<file path="config.mk">
export PLATFORM = sky130hd
export DESIGN_NAME = coef_rom_sched
export DESIGN_NICKNAME = d
export VERILOG_FILES = /design/src/rtl/coef_rom_sched.sv
export SDC_FILE = /design/constraint.sdc
export NUM_CORES = 1
export LEC_CHECK = 0
export CORE_MARGIN = 4
export CORE_UTILIZATION = 41
export CTS_BUF_LIST = sky130_fd_sc_hd__clkbuf_4
export CTS_CLUSTER_SIZE = 28
export DETAILED_ROUTE_END_ITERATION = 12
export GPL_ROUTABILITY_DRIVEN = 0
export HOLD_SLACK_MARGIN = 0.03
export PLACE_DENSITY = 0.75
export REMOVE_ABC_BUFFERS = 1
export SYNTH_ARGS = -nofsm -noshare
export SYNTH_HDL_FRONTEND = slang
export SYNTH_SLANG_ARGS = --single-unit
</file>
<file path="constraint.sdc">
create_clock -name clk -period 2.1 [get_ports clk]
set_input_delay 0.42 -clock clk [delete_from_list [all_inputs] [get_ports clk]]
set_output_delay 0.42 -clock clk [all_outputs]
set_load 0.01 [all_outputs]
</file>
<file path="src/rtl/coef_rom_sched.sv">
// Round-robin read sequencer for the coefficient ROM: two requesters post (base, len)
// bursts, one is granted at a time, and the coefficients stream out on valid/ready.
module coef_rom_sched #(
    parameter int WIDTH_A = 12,
    parameter int DEPTH   = 80,
    parameter int DW      = 16,
    parameter int LEN_W   = 8
) (
    input  logic               clk,
    input  logic               rst,
    input  logic               req0,
    input  logic [WIDTH_A-1:0] base0,
    input  logic [LEN_W-1:0]   len0,
    output logic               ack0,
    input  logic               req1,
    input  logic [WIDTH_A-1:0] base1,
    input  logic [LEN_W-1:0]   len1,
    output logic               ack1,
    output logic [WIDTH_A-1:0] rom_addr,
    input  logic [DW-1:0]      rom_coef,
    output logic [DW-1:0]      out_coef,
    output logic               out_valid,
    input  logic               out_ready,
    output logic               out_last,
    output logic               out_src,
    output logic               busy,
    output logic               done,
    output logic               err
);

    localparam logic [WIDTH_A-1:0] DEPTH_A = WIDTH_A'(DEPTH);
    localparam logic [WIDTH_A-1:0] LAST_A  = WIDTH_A'(DEPTH - 1);
    localparam logic [LEN_W-1:0]   ONE_L   = LEN_W'(1);

    typedef enum logic [1:0] {IDLE, RUN, DRAIN} state_t;

    state_t             state_reg;
    logic [WIDTH_A-1:0] addr_reg;
    logic [WIDTH_A-1:0] addr_next;
    logic [LEN_W-1:0]   rem_reg;
    logic               src_reg;
    logic               rr_ptr_reg;
    logic [DW-1:0]      out_coef_reg;
    logic               out_valid_reg;
    logic               out_last_reg;
    logic               out_src_reg;
    logic               done_reg;
    logic               err_reg;

    logic [1:0]         req_vec;
    logic [WIDTH_A-1:0] base_vec [2];
    logic [LEN_W-1:0]   len_vec [2];
    logic [1:0]         bad_base;
    logic [1:0]         zero_len;
    logic [1:0]         ack_vec;
    logic               grant_any;
    logic               grant_id;
    logic               fetch;

    assign req_vec     = {req1, req0};
    assign base_vec[0] = base0;
    assign base_vec[1] = base1;
    assign len_vec[0]  = len0;
    assign len_vec[1]  = len1;

    // Requests are only looked at while idle; a tie goes to rr_ptr.
    assign grant_any = !rst && (state_reg == IDLE) && (req_vec != 2'b00);
    assign grant_id  = (req_vec == 2'b11) ? rr_ptr_reg : req_vec[1];

    genvar gi;
    generate
        for (gi = 0; gi < 2; gi++) begin : g_req
            assign bad_base[gi] = (base_vec[gi] >= DEPTH_A);
            assign zero_len[gi] = (len_vec[gi] == '0);
            assign ack_vec[gi]  = grant_any && (grant_id == 1'(gi));
        end
    endgenerate

    assign ack0 = ack_vec[0];
    assign ack1 = ack_vec[1];

    // A new ROM read is issued whenever the output register is free or being drained.
    assign fetch     = (state_reg == RUN) && (rem_reg != '0) && (!out_valid_reg || out_ready);
    assign addr_next = (addr_reg == LAST_A) ? '0 : addr_reg + 1'b1;

    always_ff @(posedge clk) begin
        if (rst) begin
            state_reg     <= IDLE;
            addr_reg      <= '0;
            rem_reg       <= '0;
            src_reg       <= 1'b0;
            rr_ptr_reg    <= 1'b0;
            out_coef_reg  <= '0;
            out_valid_reg <= 1'b0;
            out_last_reg  <= 1'b0;
            out_src_reg   <= 1'b0;
            done_reg      <= 1'b0;
            err_reg       <= 1'b0;
        end else begin
            done_reg <= 1'b0;
            err_reg  <= 1'b0;
            case (state_reg)
                IDLE: begin
                    if (grant_any) begin
                        addr_reg   <= base_vec[grant_id];
                        rem_reg    <= len_vec[grant_id];
                        src_reg    <= grant_id;
                        rr_ptr_reg <= ~grant_id;
                        if (bad_base[grant_id] || zero_len[grant_id]) begin
                            done_reg <= 1'b1;
                            err_reg  <= bad_base[grant_id];
                        end else begin
                            state_reg <= RUN;
                        end
                    end
                end
                RUN: begin
                    if (fetch) begin
                        out_coef_reg  <= rom_coef;
                        out_valid_reg <= 1'b1;
                        out_last_reg  <= (rem_reg == ONE_L);
                        out_src_reg   <= src_reg;
                        addr_reg      <= addr_next;
                        rem_reg       <= rem_reg - ONE_L;
                        if (rem_reg == ONE_L) begin
                            state_reg <= DRAIN;
                        end
                    end else if (out_valid_reg && out_ready) begin
                        out_valid_reg <= 1'b0;
                    end
                end
                DRAIN: begin
                    if (out_valid_reg && out_ready) begin
                        out_valid_reg <= 1'b0;
                        if (out_last_reg) begin
                            out_last_reg <= 1'b0;
                            state_reg    <= IDLE;
                            done_reg     <= 1'b1;
                        end
                    end
                end
                default: state_reg <= IDLE;
            endcase
        end
    end

    assign rom_addr  = addr_reg;
    assign out_coef  = out_coef_reg;
    assign out_valid = out_valid_reg;
    assign out_last  = out_last_reg;
    assign out_src   = out_src_reg;
    assign busy      = (state_reg != IDLE);
    assign done      = done_reg;
    assign err       = err_reg;

endmodule

</file>
Yosys cells after proc, flatten, opt, wreduce, memory -nomap -nowiden
Cells that the tools add are included.

storage, ports and cells
  flip-flop bits (word level) = 45
  latch bits = 0
  memory bits (writable) = 0
  bits in read-only memories = 0
  bits of input ports = 61
  output and inout port bits = 36
  word-level logic and storage cells = 94
  memories = 0

cells by class
  add/sub/neg operators = 2
  multipliers = 0
  divide/modulo/power cells = 0
  order comparisons = 4
  eq/ne operators = 11
  shifts and indexed selects = 0
  mux-type cells = 36
  bitwise gates (word level) = 5
  reductions and logical operators = 25

operators by type and width
  cell                     number
  $mux W12                 6
  $mux W8                  5
  $ge A12 B7 Y1 const B    2
  $pmux W12 S2             1
  $logic_not A8 Y1         2
  $pmux W8 S2              1
  $mux W1                  13
  $add A12 B1 Y12 const B  1
  $eq A12 B7 Y1 const B    1
  $mux W2                  6
  $ne A2 B2 Y1 const B     5
  $eq A8 B1 Y1 const B     1
  $reduce_bool A2 Y1       4
  $reduce_bool A8 Y1       1
  $sub A8 B1 Y8 const B    1
  $logic_and A1 B1 Y1      7
  $pmux W1 S2              3
  $pmux W2 S3              1
  $reduce_and A3 Y1        2
  $reduce_and A6 Y1        1
  $eq A2 B2 Y1 const B     2
  $not A1 Y1               4
  $reduce_and A2 Y1        2
  $reduce_or A4 Y1         1
  other kinds (8)          10

Longest topological paths before layout
Gate-level depths: netlist of the first run.

  depth in word-level cells = 8
  gate-level depth with buffers = 10
  depth with buffers taken out = 8

Worst setup path after synthesis of the first run
Ideal clock, no wire load.

  path type = register -> register
  start point = register state_reg[1]
  end point = register rem_reg[6]
  setup time = 0.128 ns
  arrival = 1.841 ns
  data required time = 1.972 ns
  setup slack = 0.131 ns
  stages on the path, launching flop included = 11
  buffers on the path = 2
  period minus slack after synthesis = 1.969 ns
  cell sequence = dfxtp_1 > inv_1 > ha_1 > buf_2 > inv_2 > a311oi_2 > o21a_1 > buf_2 > nand2_1 > a221oi_1 > nor2_1

between the ends
  longest elaborated chain between the ends = 5
  elaborated cells on any way between the ends = 11
  those cells by class = eq/ne (3); mux (1); reduce/logical (7)

RTL lines
  item                                                  RTL line     source
  start, declared                                       37           state_t state_reg;
  start signal, assigned                                88           state_reg <= IDLE;
  start signal, assigned                                113          state_reg <= RUN;
  start signal, assigned                                126          state_reg <= DRAIN;
  $eq A2 B1 Y1 or $logic_not A2 Y1 (tied branches)      83, 102, 67
  $logic_and A1 B1 Y1 (on tied branches) (2 in series)  83, 67
  $ne A2 B2 Y1 (no source line)                         -
  $reduce_and A3 Y1 (no source line)                    -
  end signal, assigned                                  106          rem_reg <= len_vec[grant_id];
  end signal, assigned                                  124          rem_reg <= rem_reg - ONE_L;
  end, declared                                         40           logic [LEN_W-1:0] rem_reg;

Parallel ways exist; a longest one is shown, timed or not.
A chain may end at the register's enable or synchronous reset.

Worst setup path after layout of the first run
  start point = register state_reg[0]
  end point = register addr_reg[11] (netlist: rom_addr[11])

between the ends
  longest elaborated chain between the ends = 5
  elaborated cells on any way between the ends = 11
  those cells by class = eq/ne (3); mux (1); reduce/logical (7)

RTL lines
  item                                                  RTL line     source
  $eq A2 B1 Y1 or $logic_not A2 Y1 (tied branches)      83, 102, 67
  $logic_and A1 B1 Y1 (on tied branches) (2 in series)  83, 67
  $ne A2 B2 Y1 (no source line)                         -
  $reduce_and A3 Y1 (no source line)                    -
  end signal, assigned                                  105          addr_reg <= base_vec[grant_id];
  end signal, assigned                                  123          addr_reg <= addr_next;
  end, declared                                         38           logic [WIDTH_A-1:0] addr_reg;

Parallel ways exist; a longest one is shown, timed or not.

==> flow_summary.ini, run 1 <==
[run_status]
outcome = finished clean

[die]
dieArea_mm2 = 0.007525
core_area_mm2 = 0.005956
ios = 97
die_height_um = 86.75
rows = 28
die_w_um = 86.75
initial_core_util_pct = 42.69

[sta]
drv_slew = 0
rsz0062_at_grt = yes
worst_hold_slack_ps = 454.7
fin_ws_ps = 81.92
slew-limit-headroom_pct = 73.46
fmax_mhz = 495.5
skew_ps = 17.53
worst_slew_pin_slew_ps = 398.1
hold_violations = 0
setup_viol = 0
min_period_ps = 2018
fin_crit_sh_pct = 96.10

[synthesis]
ys_dominant_reg_cell = dfxtp_1
synth_edf_count = 0
synth.distinct_cells = 46
synthesis.area_mm2 = 0.002542
synthArstFlopShare_pct = 0
syn_avg_cell_area_um2 = 7.348
synth_warnings = 0
synth-seq-area-share_pct = 35.43
synth_top_area_share_pct = 35.43
ys_ff_latch = 45
syn_inst = 346
synth_area_leader_cell = dfxtp_1
synth_area_leaders = dfxtp_1, nand2_1, a21oi_1

[placement]
dpl.hpwl_um = 6309
place_ws_ps = -430.6
place_area_mm2 = 0.003865
io_buffers = 96

[worst_setup_path]
path_common_cell = inv_1
cp_cell_sequence = inv_1, ha_4, inv_1, buf_4, nor2_1, o21ai_2, or4_1, a31oi_1
cp_data_required_time_ps = 2410
crit_buf_inv = 3
slowest_delay_ps = 510
reg2reg_slack_ps = 80
cp-end-kind = flip-flop
arrival_ps = 2330
cp-start-kind = flip-flop
critical_path.top_delay_family = simple AND/OR/NAND/NOR gates
path_class = reg -> reg
slowest_stage = or4_1
crit_fanout = 5

[grt]
grt_use_total_pct = 22.08
antenna_found_initial = 0
overflow = 0
grt_max_degree = 38
grt_pass1_vias = 2848
grt_pass1_wl_um = 13540

[power_and_ir_drop]
total_power_w = 0.002220
power_leakage_nw = 1.543
peakVddDrop_v = 0.0004895
cellPowerDensity_mw_per_mm2 = 545.4

[drt]
wl_met3_um = 407
vias_per_cell = 5.410
postRouteAntennaNets = 0
routed_wl_um = 8282
top_layer = met4
first_iter_violations = 183
route.met2.wl_um = 4150
met1_length_um = 3591
vias = 2992
drtPass1Iterations = 5
avgRoutedWirePerCell_um = 14.98
drcViolationCount = 0

[layout]
synthToLayoutAreaGrowth_pct = 60.09
largest_reg_flops = 16
drive_gt1_share_pct = 16.95
design_area_mm2 = 0.004070
nets = 545
final_core_util_pct = 68.34
layout_common_cells = clkdlybuf4s50_1, nand2_1, buf_4
final_common_cell = clkdlybuf4s50_1
antenna_cells = 0

[clocking]
path_clk_slew_ps = 150
cts_tree = built
cts_buffers = 5
clockBufferDepth = 2
clock_tree.root_cell = clkbuf_4
insertion_delay_ps = 370
ctsHoldBuffers = 0
cts_sinks = 45
cts-htree-levels = 2

[worst_hold_path]
worstHoldPathType = reg -> reg

[job]
cap_viol_max_count = 0
[worst reg2reg max path, stage by stage, from the launching register on]
cell	delay, ps
dfxtp_2	370
inv_1	120
ha_4	180
inv_1	60
buf_4	150
nor2_1	290
o21ai_2	150
or4_1	510
a31oi_1	130
[path summary, 6_finish.rpt]
kind	endpoint	cells past startpoint	from
max	rom_addr[11]$_SDFFE_PP0P_	8	state_reg[0]$_SDFFE_PP0P_
min	out_src$_SDFFE_PP0P_	2	src_reg$_SDFFE_PP0P_
max reg2reg	rom_addr[11]$_SDFFE_PP0P_	8	state_reg[0]$_SDFFE_PP0P_
min reg2reg	out_src$_SDFFE_PP0P_	2	src_reg$_SDFFE_PP0P_
[per-stage QoR]
step | cells | setup TNS (ps)
floorplan | 328 | -20490
global placement | 544 | -2473
detailed placement | 544 | -3331
CTS | 552 | 0
global route | 553 | -157.1
finish | 553 | 0
[layout make-up]
class                      count  area [um2]
clock buffer                   5       37.54
clock inverter                 3       68.82
fill                         484        1886
inverter                      10       37.54
multi-input combinational    273        1609
sequential                    45       908.4
tap                           75       93.84
timing repair buffer         142        1315
[report_power, final]
part	internal, W	total [W]	switching [W]
Clock	0.000375	0.000681	0.000306
Sequential	0.000898	0.000949	0.0000512
Combinational	0.000327	0.000589	0.000262
Total	0.00160	0.00222	0.000620
[cells in the mapped netlist, drive strengths merged, types with 3 or more instances]
cell type and n:
a22oi 5, dfxtp 45, buf 7, nor4 11, inv 10, clkbuf 11, a221oi 3, nor3b 4
ha 7, o21ai 24, a31oi 5, o32ai 3, nand3 18, nand2 80, mux2i 10, nor3 5
a21oi 33, nor2 29, or3 4
[routing by layer]
metal / GRT usage [%] / vias to the layer above
met5: 0 / -
met1: 29.22 / 1372
met2: 37.00 / 97
met3: 3.707 / 14
li1: - / 1509
met4: 6.232 / 0
[repair_timing]
action | in CTS | in global routing
resized for setup | 9 | 20
setup buffers | 0 | 1
pin swaps | 0 | 7
setup endpoints to repair | 5 | 14
gates cloned | 0 | 0
[logic make-up after synthesis]
kind of cell             Yosys count  synth area share [%]
AO/OA/AOI/OAI                     93                 23.38
flip-flops                        45                 35.43
buffers and inverters             28                 4.725
AND/OR/NAND/NOR                  163                 29.08
multiplexers                      10                 3.937
adder cells (fa/ha/maj)            7                 3.445
No activity file was read; power rests on OpenSTA's default activity.
==> inputs of run 2 (changes only) <==
HOLD_SLACK_MARGIN = default   (was 0.03)
==> results of run 2 <==
Same layout as run 1: the final DEF is identical, and so are final timing and power.
==> inputs of run 3 (changes only) <==
CAP_MARGIN = 0   (was default)
==> results of run 3 <==
Same layout as run 1: the final DEF is identical, and so are final timing and power.
==> RTL edit (config.mk and constraints of run 1) <==
Change the parameter `LEN_W` from 8 to 4.
--- a/src/rtl/coef_rom_sched.sv
+++ b/src/rtl/coef_rom_sched.sv
@@ -5,5 +5,5 @@
     parameter int DEPTH   = 80,
     parameter int DW      = 16,
-    parameter int LEN_W   = 8
+    parameter int LEN_W   = 4
 ) (
     input  logic               clk,
Ports: changed (resized len0 and len1); port bits go from 97 to 89. The function was not compared with the original's and may differ.
==> RTL edit against run 1 <==
Worst setup slack better by 0.061 ns; routed wire length shrank 14%; cell area down 13%; area after synthesis down 8.8%; sequential cell count down 4; total power decreased by 26%; global-route usage decreased by 2.1 points; non-clock buffer count decreased by 24.
==> RTL edit: results (changes against run 1) <==
STATUS
-------------------------------------------------------------------------
Result of the run                                            finished, final reports clean

PWR
-------------------------------------------------------------------------
Worst VDD drop                                                  0.2768 mV   -43%
Leak                                                          0.001334 uW   -14%

TIMING
-------------------------------------------------------------------------
Clock skew                                                    0.005973 ns   -0.01155 ns
Worst hold-check slack                                          0.4629 ns   +0.008275 ns
Slew headroom                                                      0.6894   -0.04521
Clock period minus worst slack                                   1.957 ns   -0.06072 ns

YOSYS
-------------------------------------------------------------------------
Share of Yosys cell area claimed by the top area cell type         0.3538   -0.0005012
Top post-synthesis cells by area                             sky130_fd_sc_hd__dfxtp_1 35%, sky130_fd_sc_hd__nand2_1 9.1%, sky130_fd_sc_hd__a21oi_1 6.9%
Synth top cells by count                                     56 x sky130_fd_sc_hd__nand2_1, 41 x sky130_fd_sc_hd__dfxtp_1, 32 x sky130_fd_sc_hd__a21oi_1
Area share of fa/ha/maj cells after synthesis                     0.03236   -0.002086
Seq/Total Area, Yosys                                              0.3538   -0.0005012
Compound-gate portion of the synthesized area                      0.2584   +0.02460
Multiplexer area fraction after synthesis                         0.06311   +0.02374

PLACEMENT
-------------------------------------------------------------------------
Detailed Place HPWL                                              5.481 mm   -13%
Post-placement cell count                                             470   -14%

ROUTE
-------------------------------------------------------------------------
Total vias in the final route                                        2612   -13%
Met3 WL                                                            473 um   +16%
Routed wl met2                                                   3.266 mm   -21%

GLOBAL ROUTING
-------------------------------------------------------------------------
Met2 GRT Util                                                      0.3302   -0.03978
Global-route wire length before repair                           11.70 mm   -14%
Global-route usage over all layers                                 0.1995   -0.02133
Global Route met3 Usage                                           0.04663   +0.009555

CRITICAL PATH
-------------------------------------------------------------------------
R2R cell count                                                          5   -3
Biggest cell delay along the critical path                        0.54 ns   +0.03 ns
Setup slack of the most critical reg-to-reg path                  0.14 ns   +0.06 ns
Destination of the worst register-to-register timing path     rom_addr[9]
Slowest cell on the critical path                            sky130_fd_sc_hd__or4_4
Crit path launch                                             rom_addr[11]
Crit path DAT                                                     2.20 ns   -0.13 ns
Critical R2R Launch                                          rom_addr[11]
Cell family with most CP delay                               compound AO/OA/AOI/OAI gates

FINISH
-------------------------------------------------------------------------
Final net count                                                       464   -15%
Non-filler instance count after layout                                478   -14%

## RTL edit: changes by cell type after synthesis, moves of 5 or more
| cell | before | now |
|---|---|---|
| sky130_fd_sc_hd__nand3_1 | 18 | 13 |
| sky130_fd_sc_hd__nor2_1 | 29 | 11 |
| sky130_fd_sc_hd__nor4_1 | 10 | 5 |
| sky130_fd_sc_hd__mux2_2 | 0 | 5 |
| sky130_fd_sc_hd__a22oi_1 | 5 | 0 |
| sky130_fd_sc_hd__nand2_1 | 80 | 56 |
| sky130_fd_sc_hd__a21o_1 | 0 | 5 |
## RTL edit: cell type report
cell class / count / area, um^2
Clock inverter: 2 / 10.01
Multi-Input combinational cell: 228 / 1411
Clock buffer: 6 / 45.04
Inverter: 11 / 42.54
Tap cell: 72 / 90.09
Fill cell: 498 / 1984
Timing Repair Buffer: 118 / 1099
Sequential cell: 41 / 824.5
## RTL edit: timing repair
item                       4_1_cts  5_1_grt
cloned                           0        0
pin swaps                        0        1
resized for setup                5        7
setup endpoints to repair        3        3
